**src/rtl/interp_pixel_fetch.sv**
```systemverilog
// interp_pixel_fetch: fetches the 2x2 neighbourhood around a fixed-point source coordinate
// from frame RAM with fixed latency. Define FETCH_EDGE_CLAMP_EN to clamp edge neighbours instead of substituting BORDER_VAL.
module interp_pixel_fetch #(
    parameter int         IMG_W      = 640,
    parameter int         IMG_H      = 480,
    parameter int         ADDR_WIDTH = 19,
    parameter logic [7:0] BORDER_VAL = 8'd0
) (
    input  logic                  clk,
    input  logic                  rst,
    input  logic                  in_valid,
    output logic                  in_ready,
    input  logic [15:0]           in_x,
    input  logic [15:0]           in_y,
    output logic                  mem_en,
    output logic [ADDR_WIDTH-1:0] mem_addr,
    input  logic [7:0]            mem_rdata,
    output logic                  out_valid,
    input  logic                  out_ready,
    output logic [5:0]            dx,
    output logic [5:0]            dy,
    output logic [7:0]            lu,
    output logic [7:0]            ru,
    output logic [7:0]            ld,
    output logic [7:0]            rd
);

    typedef enum logic [1:0] {IDLE, FETCH, DRAIN, OUT} state_t;

    localparam logic [10:0]           IMG_W_C    = 11'(IMG_W);
    localparam logic [10:0]           IMG_H_C    = 11'(IMG_H);
    localparam logic [ADDR_WIDTH-1:0] ROW_STRIDE = ADDR_WIDTH'(IMG_W);

    state_t      state_q, state_d;
    logic [1:0]  cnt_q, cnt_d;
    logic [10:0] x0_q, x0_d;
    logic [10:0] y0_q, y0_d;
    logic [5:0]  dx_q, dx_d;
    logic [5:0]  dy_q, dy_d;
    logic [7:0]  lu_q, lu_d;
    logic [7:0]  ru_q, ru_d;
    logic [7:0]  ld_q, ld_d;
    logic [7:0]  rd_q, rd_d;

    logic        outside;
    logic        xEdge;
    logic        yEdge;
    logic [10:0] xRight;
    logic [10:0] yDown;
    logic [10:0] xN;
    logic [10:0] yN;
    logic [3:0]  slotBorder;
    logic [1:0]  capSel;
    logic [7:0]  capVal;
    logic        capEn;

    // slotBorder[i] marks neighbour i (lu, ru, ld, rd) as substituted rather than read.
    always_comb begin
        outside = (x0_q >= IMG_W_C) || (y0_q >= IMG_H_C);
        xEdge   = (x0_q == IMG_W_C - 11'd1);
        yEdge   = (y0_q == IMG_H_C - 11'd1);
`ifdef FETCH_EDGE_CLAMP_EN
        xRight     = xEdge ? x0_q : x0_q + 11'd1;
        yDown      = yEdge ? y0_q : y0_q + 11'd1;
        slotBorder = {4{outside}};
`else
        xRight     = x0_q + 11'd1;
        yDown      = y0_q + 11'd1;
        slotBorder = {outside | xEdge | yEdge, outside | yEdge, outside | xEdge, outside};
`endif
        xN = cnt_q[0] ? xRight : x0_q;
        yN = cnt_q[1] ? yDown : y0_q;
    end

    assign mem_addr = ADDR_WIDTH'(yN) * ROW_STRIDE + ADDR_WIDTH'(xN);
    assign mem_en   = (state_q == FETCH) && !slotBorder[cnt_q];

    // Read data lags its issue by one cycle, so the slot captured is the one issued last cycle.
    always_comb begin
        capSel = (state_q == DRAIN) ? 2'd3 : cnt_q - 2'd1;
        capEn  = ((state_q == FETCH) && (cnt_q != 2'd0)) || (state_q == DRAIN);
        capVal = slotBorder[capSel] ? BORDER_VAL : mem_rdata;
    end

    assign in_ready  = (state_q == IDLE) && !rst;
    assign out_valid = (state_q == OUT);
    assign dx = dx_q;
    assign dy = dy_q;
    assign lu = lu_q;
    assign ru = ru_q;
    assign ld = ld_q;
    assign rd = rd_q;

    always_comb begin
        state_d = state_q;
        cnt_d   = cnt_q;
        x0_d    = x0_q;
        y0_d    = y0_q;
        dx_d    = dx_q;
        dy_d    = dy_q;
        lu_d    = lu_q;
        ru_d    = ru_q;
        ld_d    = ld_q;
        rd_d    = rd_q;
        if (capEn) begin
            case (capSel)
                2'd0:    lu_d = capVal;
                2'd1:    ru_d = capVal;
                2'd2:    ld_d = capVal;
                default: rd_d = capVal;
            endcase
        end
        case (state_q)
            IDLE: begin
                if (in_valid) begin
                    x0_d    = {1'b0, in_x[15:6]};
                    y0_d    = {1'b0, in_y[15:6]};
                    dx_d    = in_x[5:0];
                    dy_d    = in_y[5:0];
                    cnt_d   = 2'd0;
                    state_d = FETCH;
                end
            end
            FETCH: begin
                cnt_d = cnt_q + 2'd1;
                if (cnt_q == 2'd3) begin
                    state_d = DRAIN;
                end
            end
            DRAIN: begin
                state_d = OUT;
            end
            OUT: begin
                if (out_ready) begin
                    state_d = IDLE;
                end
            end
            default: begin
                state_d = IDLE;
            end
        endcase
    end

    always_ff @(posedge clk or posedge rst) begin
        if (rst) begin
            state_q <= IDLE;
            cnt_q   <= 2'd0;
            x0_q    <= 11'd0;
            y0_q    <= 11'd0;
            dx_q    <= 6'd0;
            dy_q    <= 6'd0;
            lu_q    <= 8'd0;
            ru_q    <= 8'd0;
            ld_q    <= 8'd0;
            rd_q    <= 8'd0;
        end else begin
            state_q <= state_d;
            cnt_q   <= cnt_d;
            x0_q    <= x0_d;
            y0_q    <= y0_d;
            dx_q    <= dx_d;
            dy_q    <= dy_d;
            lu_q    <= lu_d;
            ru_q    <= ru_d;
            ld_q    <= ld_d;
            rd_q    <= rd_d;
        end
    end

endmodule
```
**config.mk**
```make
export PLATFORM = sky130hd
export DESIGN_NAME = interp_pixel_fetch
export DESIGN_NICKNAME = d
export VERILOG_FILES = /design/src/rtl/interp_pixel_fetch.sv
export SDC_FILE = /design/constraint.sdc
export NUM_CORES = 1
export LEC_CHECK = 0
export CAP_MARGIN = 25
export CORE_MARGIN = 10
export CORE_UTILIZATION = 48
export DETAILED_ROUTE_END_ITERATION = 8
export PLACE_DENSITY_LB_ADDON = 0.3
export SLEW_MARGIN = 5
export SYNTH_ARGS = -nofsm -noshare
export SYNTH_HDL_FRONTEND = slang
export SYNTH_SLANG_ARGS = --single-unit
```
**constraint.sdc**
```tcl
create_clock -name clk -period 3.9 [get_ports clk]
set_input_delay 0.39 -clock clk [delete_from_list [all_inputs] [get_ports clk]]
set_output_delay 0.39 -clock clk [all_outputs]
set_load 0.01 [all_outputs]
```
Yosys cells after proc, flatten, opt, wreduce, memory -nomap -nowiden
Index checks and enable logic that the tools add are counted.
{ "word_totals": {"register_bits": 68, "latchBits": 0, "ramBits": 0, "romBits": 0, "in_bits": 44, "output_inout_bits": 66, "wordCells": 68, "memories": 0} }
{ "classes": {"n_addsub": 5, "n_mul": 1, "div_mod_pow": 0, "magnitude_cmp": 4, "n_eq_ne": 11, "shifts": 0, "n_mux": 14, "n_bitwise": 4, "reduce_logical": 19} }
{ "ops": {"columns": ["op", "count"], "rows": [
  ["adder 10 x 1 -> 11 bit (second input constant)", 2],
  ["2-to-1 mux 11 bit", 2],
  ["adder 19 x 11 -> 19 bit", 1],
  ["multiplier 11 x 3 -> 12 bit (second input constant)", 1],
  ["AND reduction 2 bit", 6],
  ["== test 10 bit (second input constant)", 1],
  ["== test 10 x 9 -> 1 bit (second input constant)", 1],
  ["greater-or-equal comparator 10 bit (second input constant)", 1],
  ["greater-or-equal comparator 10 x 9 -> 1 bit (second input constant)", 1],
  ["2-to-1 mux 2 bit", 5],
  ["== test 2 bit (second input constant)", 4],
  ["2-to-1 mux 8 bit", 1],
  ["one-hot mux 2 bit (4 select lines)", 1],
  ["< comparator 2 x 3 -> 1 bit (second input constant)", 2],
  ["binary-select mux 1 bit (select 2 bit)", 2],
  ["== test 2 x 1 -> 1 bit (second input constant)", 2],
  ["logical NOT 2 bit", 2],
  ["!= test 2 x 1 -> 1 bit (second input constant)", 2],
  ["one-hot mux 2 bit (2 select lines)", 1],
  ["nonzero test 2 bit", 2],
  ["logical AND 1 bit", 3],
  ["OR 1 bit", 3],
  ["AND reduction 3 bit", 1],
  ["OR reduction 3 bit", 1],
  ["7 further kinds", 10]
]} }

Logic depth before layout (Yosys ltp)
{ "depth": {"word_depth": 8, "mapped_depth": 13, "ltp_nobuf": 13} }

Worst setup path before layout
OpenSTA, ideal clock, no wires.
{ "synth_path": {"kind": "reg2out", "from": "reg y0_q[0]", "to": "out mem_addr[18]", "arrival_ps": 3078, "required_ps": 3510, "slack_ps": 432, "stages_incl_launch_ff": 14, "path_buffers": 0, "cell_sequence": "dfrtp_1 inv_1 ha_1 mux2i_1 inv_1 xnor2_1 ha_1 fa_1 a211oi_1 nor3b_1 o21a_1 o31a_1 and4bb_2 xnor2_1"} }
{ "synth_via": {"elab_chain_len": 4} }
{ "synth_lines": {"columns": ["item", "line_no", "source"], "rows": [
  ["start: declaration", "37", "logic [10:0] y0_q, y0_d;"],
  ["start signal: assignment", "160", "y0_q <= y0_d;"],
  ["adder 10 x 1 -> 11 bit", "68", "yDown = y0_q + 11'd1;"],
  ["2-to-1 mux 11 bit (*)", "72", "yN = cnt_q[1] ? yDown : y0_q;"],
  ["multiplier 11 x 3 -> 12 bit (*)", "75", "assign mem_addr = ADDR_WIDTH'(yN) * ROW_STRIDE + ADDR_WIDTH'(xN);"],
  ["adder 19 x 11 -> 19 bit (*)", "75", null],
  ["end: declaration", "16", "output logic [ADDR_WIDTH-1:0] mem_addr,"]
]} }
Mark *: on every way between the ends. The rest lies on a longest branch, timed or not.

Worst setup path after layout
Ends and elaborated chain as after synthesis.

==> results.py <==
metrics = {
    "placed_design": {
        "dp.cells": 594,
        "numPortBuffers": 109,
        "placed_cell_area_um2": 5190,
        "dpl.hpwl_mm": 7.602,
        "gp_congestion": 0.8320,
    },
    "yosys": {
        "synth.distinct_cells": 44,
        "ys_seq_area_frac": 0.4374,
        "yosysMostFrequentCell": "dfrtp_1",
        "syn_nets": 452,
        "yosys_warnings": 0,
        "netlist.area_leader.share": 0.4374,
        "yosysTopAreaCell": "dfrtp_1",
        "synth_common_cells": "68 x dfrtp_1, 44 x nand2_1, 33 x mux2_2",
        "synth_edf_count": 0,
        "ys.flop_type": "dfrtp_1",
        "synth_area_um2": 3890,
        "synth_area_leaders": "dfrtp_1 44%, mux2_2 9.6%, ha_1 9.3%",
        "ys_async_sr_fraction": 1.000,
        "syn_area_per_cell_um2": 10.32,
        "syn_inst": 377,
        "yosys_register_bits": 68,
    },
    "cts": {
        "clkTransAtPathRegs_ns": 0.07,
        "cts_tree": "built",
        "cts_hold_buffers": 0,
        "cts.path.max_buffers": 2,
        "root_buffer": "clkbuf_8",
        "clock-sinks": 68,
        "clock_latency_ns": 0.33,
        "cts_made_buffers": 9,
        "htreeDepth": 3,
    },
    "sta": {
        "fmax_mhz": 253.5,
        "fin_crit_ns": 3.945,
        "worstMarginPinSlew_ns": 0.9249,
        "grt_setup_unrepaired": "yes",
        "slew_violations": 0,
        "layout_setup_ws_ns": -0.04507,
        "setup_viol": 1,
        "timing.final.crit_share": 1.012,
        "tns_ns": -0.04507,
        "relSlewSlack": 0.3811,
        "clock_skew_ns": 0.01336,
        "hold_viol": 0,
    },
    "pwr": {
        "power_density_nw_per_um2": 1142,
        "leakagePower_nw": 2.500,
        "seqPwrFrac": 0.212,
        "combPwrFrac": 0.694,
        "ir_drop_v": 0.0005430,
        "switching_share": 0.4040,
        "pwr-share-clk": 0.094,
        "p_int_mw": 3.773,
        "switchingPower_mw": 2.557,
    },
    "die": {
        "rows": 32,
        "dieArea_um2": 12100,
        "dieWidth_um": 110.0,
        "core-area_um2": 7807,
        "initial_utilization": 0.4982,
        "die_h_um": 110.0,
        "io_pins": 110,
    },
    "final_layout": {
        "fin_nets": 584,
        "stdcell_count": 615,
        "area_growth_pct": 42.46,
        "n_antenna_cell": 0,
        "fillers": 611,
        "stdcell_area_um2": 5542,
        "post-route-util": 0.7098,
        "drive_above_1_share": 0.2066,
    },
    "route": {
        "drcViolationCount": 0,
        "ant_nets": 0,
        "viasPerCell": 5.198,
        "wl_per_cell_um": 16.09,
        "drt_wl_total_mm": 9.896,
        "drt-pass1-iter-count": 4,
        "dr.first_iter.drc_count": 87,
        "via_count": 3197,
    },
    "global_route": {
        "grt_first_pass_wirelength_mm": 15.80,
        "grt_pass1_vias": 3281,
        "grt_max_degree": 38,
        "grtUsageTotal": 0.1656,
        "grt_overflow": 0,
        "antenna_found_initial": 0,
    },
    "setup_path": {
        "cp-end-kind": "output port",
        "cp_max_fo": 4,
        "reg2reg_depth": 6,
        "r2r_end": "lu[2]$_DFFE_PP0P_",
        "r2r_setup_slack_ns": 1.51,
        "cp.arrival_ns": 3.56,
        "worst_setup_path_start_kind": "register",
        "path_class": "register to output port",
        "endpoint": "mem_addr[18]",
        "crit_start": "y0_q[0]$_DFFE_PP0P_",
        "required_ns": 3.51,
        "r2r-start": "y0_q[5]$_DFFE_PP0P_",
    },
    "flow_run": {
        "maxCapViolations": 0,
    },
    "status": {
        "status": "complete, but fails checks",
        "violations": "negative setup slack",
    },
    "min_path": {
        "min_path_type": "register to register",
    },
}
==> state kept, by name (all words and copies together) (netlist names) <==
name	cells
cnt_q	2
dx	6
dy	6
ld	8
lu	8
rd	8
ru	8
state_q	2
x0_q	10
y0_q	10
==> how the worst min path moves through the flow <==
stage / startpoint / to / slack [ns] / cells past startpoint
2_1_floorplan: x0_q[1]$_DFFE_PP0P_ / x0_q[1]$_DFFE_PP0P_ / 0.51 / 1
3_3_place_gp: lu[4]$_DFFE_PP0P_ / lu[4]$_DFFE_PP0P_ / 0.46 / 2
3_5_place_dp: lu[4]$_DFFE_PP0P_ / lu[4]$_DFFE_PP0P_ / 0.47 / 2
4_1_cts: lu[4]$_DFFE_PP0P_ / lu[4]$_DFFE_PP0P_ / 0.49 / 2
5_1_grt: lu[4]$_DFFE_PP0P_ / lu[4]$_DFFE_PP0P_ / 0.51 / 2
6_report: lu[4]$_DFFE_PP0P_ / lu[4]$_DFFE_PP0P_ / 0.48 / 2
==> final cells by class <==
type / count / area (um2) / share of cell area
Clock buffer: 14 / 172.7 / 0.03116
Clock inverter: 1 / 30.03 / 0.005419
Tap cell: 102 / 127.6 / 0.02303
Sequential cell: 68 / 1702 / 0.3071
Inverter: 24 / 90.09 / 0.01626
Timing Repair Buffer: 132 / 1241 / 0.2240
Multi-Input combinational cell: 274 / 2178 / 0.3931
==> layout by cell type (no fill, tap or decap), types with 13 or more instances in the layout <==
cell type          n
buf_4             23
clkdlybuf4s50_1  103
dfrtp_1           68
ha_1              26
inv_1             23
mux2_2            33
nand2_1           44
nor2_1            13
o21ai_0           25
xnor2_1           18
xor2_1            14
==> worst max-delay path, cell delays in order, from the launching register on <==
cell      delay [ns]
dfrtp_1         0.44
inv_1           0.07
ha_1            0.29
mux2i_1         0.18
inv_1           0.09
xnor2_1         0.15
ha_2            0.20
fa_2            0.35
a211oi_2        0.28
nor2_1          0.08
xor2_1          0.20
nand4_1         0.16
buf_4           0.18
and4bb_2        0.29
xnor2_1         0.12
buf_2           0.16
==> stage by stage <==
stage	hold WS, ns	setup slack, ns	power [mW]
2_1_floorplan	0.5063	0.4319	3.616
5_1_grt	0.5106	-0.2922	6.857
6_report	0.4835	-0.04507	6.330
3_5_place_dp	0.4699	-0.08056	5.545
4_1_cts	0.4854	0.01070	6.203
3_3_place_gp	0.4627	0.03137	5.436
==> power by group through the flow <==
stage	logic, mW	clock network, mW	registers [mW]
3_5_place_dp	4.21	0	1.34
2_1_floorplan	2.22	0	1.40
3_3_place_gp	4.12	0	1.31
5_1_grt	4.82	0.644	1.39
6_report	4.39	0.594	1.34
4_1_cts	4.26	0.607	1.33
==> cell families after synthesis <==
kind of cell,share of synthesized area
and+or+nand+nor,0.1454
buffers and inverters,0.03667
xor gates and xnor gates,0.08331
muxes,0.09810
DFF,0.4374
adders and majority gates,0.1036
AOI/OAI and AO/OA,0.09553
==> per-layer routing <==
metal / up-vias / global-route usage / routed length (um)
met1: 1535 / 0.1803 / 3818
met2: 86 / 0.2841 / 5011
li1: 1564 / - / -
met3: 12 / 0.07545 / 930
met4: 0 / 0.04833 / 136
met5: - / 0 / 0
==> repair_timing <==
item,4_1_cts,5_1_grt
buffers inserted,4,2
hold endpoints to repair,0,0
pin swaps,6,8
resized for setup,23,18
endpoints found under the setup margin,6,7
(Power assumes the default switching activity.)
==> patch, RTL diff (config.mk and constraints unchanged) <==
Reset style: synchronous (`rst`), changed in one clocked block.
--- a/src/rtl/interp_pixel_fetch.sv
+++ b/src/rtl/interp_pixel_fetch.sv
@@ -141,7 +141,7 @@
         endcase
     end
 
-    always_ff @(posedge clk or posedge rst) begin
+    always_ff @(posedge clk) begin
         if (rst) begin
             state_q <= IDLE;
             cnt_q   <= 2'd0;
Function: differs if rst is asserted again (counterexample within 4 cycles, from zero or initial values and one cycle with rst high); with rst held inactive, the same outputs for 4 cycles.
==> patch against the original RTL <==
- the flow still finishes with violations (setup timing)
- clock skew decreased by 0.0035 ns
- setup slack improved by 0.026 ns
- area after synthesis increased by 1.7%
- cell area about the same
- core utilization decreased by 2.8 points
- sequential cell count unchanged
- sequential share of layout area decreased by 5.9 points
- wire length increased by 7.1%
- synthesized cell count increased by 21%
Power is not compared: it rests on default switching activity, and its combinational part moved more than twofold at a synthesized area within 25%.
==> patch: results (changes against the original RTL) <==
Outcome
  – Status: complete, but fails checks
  – Failing checks: setup timing

Logic synthesis
  – Post-Synthesis Cells: 457 (+21%)
  – Top post-synthesis cells by area: dfxtp_1, ha_1, nand2_1, mux2i_1, a21oi_1
  – Synth Net Count: 532 (+18%)
  – Sequential share of the synthesized area: 34.4% (-9.3 points)
  – Post-synth top cells: nand2_1, dfxtp_1, a21oi_1, nor2_1, ha_1
  – Netlist cell types: 51 (+16%)
  – Fraction of registers with async set/reset: 0% (-100 points)
  – Main synth FF type: dfxtp_1

Pwr
  – Power Density: 508 mW/mm²
  – Maximum vdd ir drop: 0.320 mV
  – Leak: 0.00239 µW

Critical path
  – CP Data Arrival Time: 3.53 ns (-0.03 ns)
  – Largest stage delay, worst path: 0.40 ns (-0.04 ns)
  – Slowest-stage cell, CP: xnor3_1
  – Max Fanout on Critical Path: 5 (+1)

Placed design
  – Routability cong.: 0.782 (-6.0%)
  – Dpl ws: -0.0506 ns (+0.0299 ns)
  – Placed Cells: 666 (+12%)
  – Hpwl dp: 8030 µm (+5.6%)

Timing
  – Clock skew: 0.00991 ns (-0.00345 ns)
  – Setup-failing EPs final: 1 (unchanged)
  – Final setup margin: -0.0192 ns (+0.0259 ns)
  – Worst-Margin Slew: 0.751 ns (-0.174 ns)

Global route
  – Tot GR Track Use: 16.3% (-0.24 points)
  – Vias in the first global route: 3542 (+8.0%)
  – Largest net degree at the start of global routing: 69 (+82%)
  – First-pass GRT wire length: 17000 µm (+7.7%)

Finish
  – Post-route insts no fill: 687 (+12%)
  – Final Net Count: 652 (+12%)
  – Fraction of layout cells with a size suffix above 1: 16.8% (-3.8 points)
  – ANT cells: 0 (unchanged)

Routing
  – Drt wl/cell: 15.4 µm (-4.1%)
  – First DRT Iteration DRCs: 149 (+71%)
  – DR vias/cell: 5.13 (-1.4%)

CTS
  – Worst-path clk slew: 0.07 ns (about the same)
  – Worst-Skew Late Latency: 0.35 ns (+0.02 ns)
  – CTS buffer count: 9 (unchanged)
patch: cell types whose count changed after synthesis, sizes merged, moves of 3 or more:
cell,before,now
a21oi,6,52
and2,2,9
and3,8,5
clkbuf,3,14
dfrtp,68,0
dfxtp,0,68
inv,24,17
mux2,33,0
mux2i,1,27
nand2,46,92
nand3,13,9
nor2,14,39
o21ai,40,7
patch: report_power, final:
part	switching, µW	total (µW)	internal, µW	leakage (µW)
combinational	657	1310	657	0.00173
sequential	101	899	798	0.000556
clock	272	603	331	0.000102
patch: path summary, 6_finish.rpt:
path         cells past startpoint      from  slack [ns]      endpoint
max                             14   y0_q[1]       -0.02  mem_addr[18]
max reg2reg                      9  cnt_q[0]        1.47         ru[4]
min reg2reg                      2     dy[1]        0.46         dy[1]
min                              2     dy[1]        0.46         dy[1]
patch: critical path: cells and delay by family (launching register included):
family | cells | cell delay, ns
AO/OA/AOI/OAI | 5 | 0.80
XOR/XNOR | 2 | 0.54
adder cells (fa/ha/maj) | 3 | 0.86
buffers and inverters | 3 | 0.44
flip-flops | 1 | 0.38
multiplexers | 1 | 0.18
patch: kinds of logic (layout without fill, tap and decap cells):
logic type,Yosys count,after routing,share of synthesized area (%)
simple gates,178,178,21.4
compound gates,78,78,13.0
flops,68,68,34.4
buf+inv,39,164,5.72
xor+xnor,36,36,8.50
fa+ha+maj,31,31,10.2
mux,27,27,6.83
patch: cell type report:
type	instances	area [µm²]
Sequential cell	68	1370
Multi-Input combinational cell	350	2490
Clock buffer	11	151
Timing Repair Buffer	131	1280
Clock inverter	5	58.8
Inverter	17	63.8
Tap cell	105	131
Fill cell	640	2590
patch: routing by layer:
layer	vias up	GRT usage [%]	wire [µm]
met4	0	5.12	203
met5	-	0	0
met1	1671	17.3	4140
li1	1772	-	-
met3	17	5.84	642
met2	61	29.3	5610
patch: per-stage QoR:
step           TNS [ns]  hold slack, ns  power (µW)  utilization [%]  area [µm²]
2_1_floorplan         0           0.466        1660                -        3960
4_1_cts          -0.254           0.461        2770             66.3        5390
3_5_place_dp    -0.0506           0.450        2160             63.3        5150
5_1_grt          -0.251           0.476        3010             68.2        5550
3_3_place_gp          0           0.443        2110             63.1        5130
6_report        -0.0192           0.458        2820             68.2        5550
patch: timing repair:
action / in CTS / in global routing
setup buffers: 1 / 3
setup endpoints to repair: 6 / 7
pin swaps: 2 / 10
resized for setup: 12 / 25
